<file path="config.mk">
export PLATFORM = sky130hd
export DESIGN_NAME = hex_7seg_scan_driver
export DESIGN_NICKNAME = d
export VERILOG_FILES = /design/src/rtl/hex_7seg_scan_driver.sv
export SDC_FILE = /design/constraint.sdc
export NUM_CORES = 1
export LEC_CHECK = 0
export ABC_AREA = 0
export BUFFER_PORTS_ARGS = -buffer_cell sky130_fd_sc_hd__buf_2
export CAP_MARGIN = 30
export CORE_MARGIN = 3
export CORE_UTILIZATION = 45
export CTS_CLUSTER_DIAMETER = 150
export DETAILED_ROUTE_END_ITERATION = 10
export HOLD_SLACK_MARGIN = 0.15
export SETUP_SLACK_MARGIN = 0.4
export SYNTH_ARGS = -nofsm -noshare
export SYNTH_HDL_FRONTEND = slang
export SYNTH_SLANG_ARGS = --single-unit
export TNS_END_PERCENT = 50
</file>
<file path="constraint.sdc">
create_clock -name i_clk -period 2.7 [get_ports i_clk]
set_input_delay 0.405 -clock i_clk [delete_from_list [all_inputs] [get_ports i_clk]]
set_output_delay 0.405 -clock i_clk [all_outputs]
set_load 0.02 [all_outputs]
</file>
<file path="src/rtl/hex_7seg_scan_driver.sv">
// Multiplexed N-digit hex seven-segment driver; the displayed value swaps only on frame boundaries.
// Build macro LEADING_ZERO_BLANK_EN: blank leading zero digits of the display register (digit 0 always shown).
module hex_7seg_scan_driver #(
  parameter int NUM_DIGITS     = 4,
  parameter int REFRESH_DIV    = 50000,
  parameter int SEG_ACTIVE_LOW = 0,
  parameter int AN_ACTIVE_LOW  = 1,
  localparam int IDX_W = (NUM_DIGITS > 1) ? $clog2(NUM_DIGITS) : 1
) (
  input  logic                    i_clk,
  input  logic                    i_rst,
  input  logic [4*NUM_DIGITS-1:0] i_value,
  input  logic                    i_load,
  input  logic [NUM_DIGITS-1:0]   i_blank_mask,
  output logic [6:0]              o_seg,
  output logic [NUM_DIGITS-1:0]   o_an,
  output logic [IDX_W-1:0]        o_digit_idx,
  output logic                    o_frame_done
);

  localparam int DIV_W = (REFRESH_DIV > 1) ? $clog2(REFRESH_DIV) : 1;
  localparam logic [DIV_W-1:0] DIV_LAST = DIV_W'(REFRESH_DIV - 1);
  localparam logic [IDX_W-1:0] IDX_LAST = IDX_W'(NUM_DIGITS - 1);
  localparam logic [6:0] SEG_OFF = (SEG_ACTIVE_LOW != 0) ? 7'h7F : 7'h00;
  localparam logic [NUM_DIGITS-1:0] AN_OFF =
    (AN_ACTIVE_LOW != 0) ? {NUM_DIGITS{1'b1}} : {NUM_DIGITS{1'b0}};

  function automatic logic [6:0] hex_to_seg(input logic [3:0] nib);
    logic [6:0] s;
    case (nib)
      4'h0: s = 7'h7E;
      4'h1: s = 7'h30;
      4'h2: s = 7'h6D;
      4'h3: s = 7'h79;
      4'h4: s = 7'h33;
      4'h5: s = 7'h5B;
      4'h6: s = 7'h5F;
      4'h7: s = 7'h70;
      4'h8: s = 7'h7F;
      4'h9: s = 7'h7B;
      4'hA: s = 7'h77;
      4'hB: s = 7'h1F;
      4'hC: s = 7'h4E;
      4'hD: s = 7'h3D;
      4'hE: s = 7'h4F;
      default: s = 7'h47;
    endcase
    return s;
  endfunction

`ifdef LEADING_ZERO_BLANK_EN
  // A digit is dark while it and every digit above it are zero; digit 0 is exempt.
  function automatic logic [NUM_DIGITS-1:0] lead_zero_mask(input logic [4*NUM_DIGITS-1:0] val);
    logic [NUM_DIGITS-1:0] m;
    logic                  run;
    m   = '0;
    run = 1'b1;
    for (int k = NUM_DIGITS - 1; k >= 1; k--) begin
      run  = run & (val[4*k +: 4] == 4'h0);
      m[k] = run;
    end
    return m;
  endfunction
`endif

  logic [DIV_W-1:0]          div_cnt;
  logic [IDX_W-1:0]          idx;
  logic [4*NUM_DIGITS-1:0]   staging;
  logic [4*NUM_DIGITS-1:0]   display;
  logic                      pending;
  logic                      bnd_p0;
  logic [6:0]                seg_p1;
  logic [NUM_DIGITS-1:0]     an_p1;
  logic [IDX_W-1:0]          idx_p1;
  logic                      frame_p1;

  logic                      slot_end;
  logic                      boundary;
  logic [NUM_DIGITS-1:0]     blank_vec;
  logic [3:0]                cur_nib;
  logic                      cur_blank;
  logic [NUM_DIGITS-1:0]     an_raw;
  logic [6:0]                seg_raw;

  always_comb begin
    slot_end = (div_cnt == DIV_LAST);
    boundary = slot_end && (idx == IDX_LAST);
`ifdef LEADING_ZERO_BLANK_EN
    blank_vec = i_blank_mask | lead_zero_mask(display);
`else
    blank_vec = i_blank_mask;
`endif
    cur_nib   = 4'h0;
    cur_blank = 1'b0;
    an_raw    = '0;
    for (int k = 0; k < NUM_DIGITS; k++) begin
      if (idx == IDX_W'(k)) begin
        cur_nib   = display[4*k +: 4];
        cur_blank = blank_vec[k];
        an_raw[k] = 1'b1;
      end
    end
    seg_raw = cur_blank ? 7'h00 : hex_to_seg(cur_nib);
  end

  // Stage p0: slot/frame sequencing and frame-synchronous value transfer
  always_ff @(posedge i_clk) begin
    if (i_rst) begin
      div_cnt <= '0;
      idx     <= '0;
      pending <= 1'b0;
      staging <= '0;
      display <= '0;
      bnd_p0  <= 1'b0;
    end else begin
      div_cnt <= slot_end ? '0 : div_cnt + 1'b1;
      if (slot_end)
        idx <= (idx == IDX_LAST) ? '0 : idx + 1'b1;
      if (i_load)
        staging <= i_value;
      // Transfer uses the staging content from before this edge, even if a load coincides
      if (boundary && pending)
        display <= staging;
      pending <= i_load | (pending & ~boundary);
      bnd_p0  <= boundary;
    end
  end

  // Stage p1: registered pin drivers, polarity applied last
  always_ff @(posedge i_clk) begin
    if (i_rst) begin
      seg_p1   <= SEG_OFF;
      an_p1    <= AN_OFF;
      idx_p1   <= '0;
      frame_p1 <= 1'b0;
    end else begin
      seg_p1   <= seg_raw ^ SEG_OFF;
      an_p1    <= an_raw ^ AN_OFF;
      idx_p1   <= idx;
      frame_p1 <= bnd_p0;
    end
  end

  assign o_seg        = seg_p1;
  assign o_an         = an_p1;
  assign o_digit_idx  = idx_p1;
  assign o_frame_done = frame_p1;

endmodule

</file>
==> impl_metrics.json <==
{
  "clock_latency_ps": 340,
  "core_mm2": 0.00599,
  "antenna_found_initial": 0,
  "grt_pass1_vias": 2011,
  "totalWireLength_mm": 5.67,
  "drt_pass1_iterations": 4,
  "cts_buffers": 9,
  "reg2reg_from": "div_cnt[11]",
  "endpoint_kind": "flip-flop",
  "tritoncts": "done",
  "io_pins": 37,
  "required_ps": 2970,
  "finalCritPeriodShare_pct": 79.4,
  "hold_viol": 0,
  "finClkSkew_ps": 12.1,
  "setup_ws_ps": 556,
  "ir_drop_mv": 0.327,
  "synth-seq-cells": 66,
  "gp_congestion": 0.813,
  "synth-edff-count": 0,
  "crit_path_max_fanout": 23,
  "synthFlopType": "dfxtp_1",
  "synth_top_area_cell": "dfxtp_1",
  "synth_top_area_share_pct": 47.0,
  "detail-route-antenna-nets": 0,
  "worst_slew_pin_slew_ps": 491,
  "critPathArrivalTime_ps": 2420,
  "final_nets": 384,
  "start_util_pct": 46.9,
  "die_h_um": 85.0,
  "root_buffer": "clkbuf_8",
  "worstSetupPathType": "reg2reg",
  "grt_overflow": 0,
  "rrSetupSlack_ps": 560,
  "maxCapViolCount": 0,
  "area_delta_synth_final_pct": 16.5,
  "fin_util_pct": 54.6,
  "start_kind": "flip-flop",
  "synth_fa_ha_area_share_pct": 5.34,
  "viasPerCell": 5.10,
  "n_fill_cell": 549,
  "track_usage_pct": 16.7,
  "met3_usage_pct": 3.59,
  "pre_cts_ws_ps": 273,
  "synth_xor_area_share_pct": 3.74,
  "drt_iter0_markers": 73,
  "place_inst": 412,
  "finalSetupViolations": 0,
  "ys_top_cells_by_count": "66 x dfxtp_1, 43 x nor2_1, 30 x nand2_1",
  "critPathBufInv": 0,
  "yosysSeqAreaShare_pct": 47.0,
  "yosys_warnings": 0,
  "clock_tree.buffer_depth": 2,
  "crit_slowest_cell": "or4_4",
  "synth_compound_area_share_pct": 13.1,
  "grt_max_degree": 42,
  "syn-cell-area_mm2": 0.00281,
  "clk_pin_slew_ps": 80,
  "reg2regPathDepth": 5,
  "fin_cells": 429,
  "fp.dieW_um": 85.0,
  "timing.rr.end": "display[14]",
  "worstPathCellList": "or4_1, or4_4, nor2_8, nand2_1, a21oi_1",
  "io_buffers": 36,
  "avgRoutedWirePerCell_um": 13.2,
  "cpLargestDelayFamily": "simple AND/OR/NAND/NOR gates",
  "multi_input_area_mm2": 0.00139,
  "grt_pass1_wl_mm": 9.64,
  "cts_sinks": 66,
  "crit_end": "display[14]",
  "power_per_cell_area_mw_per_mm2": 590,
  "crit_cells": 5,
  "met1_usage_pct": 25.5,
  "final_area_mm2": 0.00327,
  "final_layout_size_suffix_gt1_share_pct": 20.1,
  "grtUsageMet2_pct": 21.6,
  "syn_area_per_cell_um2": 8.92,
  "register_area_mm2": 0.00132,
  "period_minus_slack_ps": 2140,
  "h-tree-depth": 3,
  "synth-simple-area-share_pct": 20.2,
  "total_power_mw": 1.93,
  "synth.area.top_cells": "dfxtp_1 47%, mux2i_1 6.4%, nor2_1 5.7%, ha_1 5.3%, a21oi_1 4.8%",
  "fmax_mhz": 466,
  "synth_nets": 350,
  "hold_path_class": "in2reg",
  "drv_slew": 0,
  "hpwl_mm": 3.75,
  "synth-async-reset-ratio_pct": 0,
  "rows": 28,
  "tns_ps": 0,
  "gr-max-usage-layer": "met1",
  "hold_ws_ps": 297,
  "dieArea_mm2": 0.00723,
  "synth_mux_area_share_pct": 6.41,
  "placed_cell_area_mm2": 0.00304,
  "status": "complete, no violations",
  "drc": 0,
  "synth.distinct_cells": 38,
  "yosysMostFrequentCell": "dfxtp_1",
  "postCtsHoldBufs": 0,
  "p_leak_nw": 1.34,
  "crit_start": "div_cnt[11]",
  "slew_headroom_pct": 67.0,
  "vias": 2187,
  "synth_cells": 315,
  "synth_top_family_by_area": "simple AND/OR/NAND/NOR gates",
  "rsz0062_at_grt": "no",
  "antenna_cells": 0,
  "cpPeakStageDelay_ps": 670
}
-- placed cells by master, fill, tap and decap left out, types with 3 or more instances in the layout --
master / n
dfxtp_1: 65
nor2_1: 43
buf_2: 36
nand2_1: 30
a21oi_1: 27
o21ai_1: 20
mux2i_1: 18
clkbuf_8: 10
inv_1: 8
ha_1: 8
xor2_1: 7
nand3_1: 6
buf_4: 6
nand2b_1: 5
xnor2_1: 5
nand3b_1: 4
nor2b_1: 4
o21ai_0: 4
nor3_1: 4
and3_1: 4
ha_2: 4
nor3b_1: 3
a221oi_1: 3
or3_1: 3
clkinvlp_4: 3
-- routing by layer --
metal | up-vias | part of all wire, %
met5 | - | 0
met4 | 0 | 1.8
met3 | 12 | 4.2
met2 | 43 | 41
met1 | 976 | 53
li1 | 1156 | -
-- worst min path at each step --
stage                from            to  slack [ps]  cells past startpoint
2_1_floorplan  div_cnt[0]    div_cnt[0]         410                      1
3_3_place_gp   div_cnt[0]    div_cnt[0]         430                      1
3_5_place_dp       bnd_p0  o_frame_done         430                      1
4_1_cts        i_value[2]    staging[2]         280                      3
5_1_grt             i_rst  o_frame_done         300                      2
6_report       i_value[2]    staging[2]         300                      3
-- layout make-up --
cell class / instances / area share [%]
Clock buffer: 10 / 4.20
Inverter: 9 / 1.03
Clock inverter: 6 / 2.03
Sequential cell: 66 / 40.4
Multi-Input combinational cell: 221 / 42.6
Timing Repair Buffer: 42 / 6.88
Tap cell: 75 / 2.87
-- worst register-to-register path: cells and delay by family, from the launching register on --
| kind | cells | cell delay, ps |
|---|---|---|
| AND/OR/NAND/NOR | 4 | 1600 |
| flip-flops | 1 | 350 |
| AO/OA/AOI/OAI | 1 | 130 |
-- what timing repair did --
item                       CTS  global route
setup endpoints to repair    6             2
setup buffers                0             1
resized for setup            4             5
pin swaps                    0             1
-- power by group --
part	switching (mW)	internal, mW	total [mW]
clock	0.385	0.451	0.836
combinational	0.0474	0.0391	0.0865
sequential	0.0122	0.998	1.01
-- cells by family after synthesis --
logic type      count (synthesis)
buf+inv                        28
flops                          66
compound gates                 64
xor+xnor                       12
mux                            18
simple gates                  115
fa+ha+maj                      12
-- state kept, by name, summed over array words and instances (netlist names), 2 cells and up --
register,flops
div_cnt,16
display,16
staging,16
idx,2
o_an,4
o_seg,7
o_digit_idx,2
No activity file was read; power rests on OpenSTA's default activity.
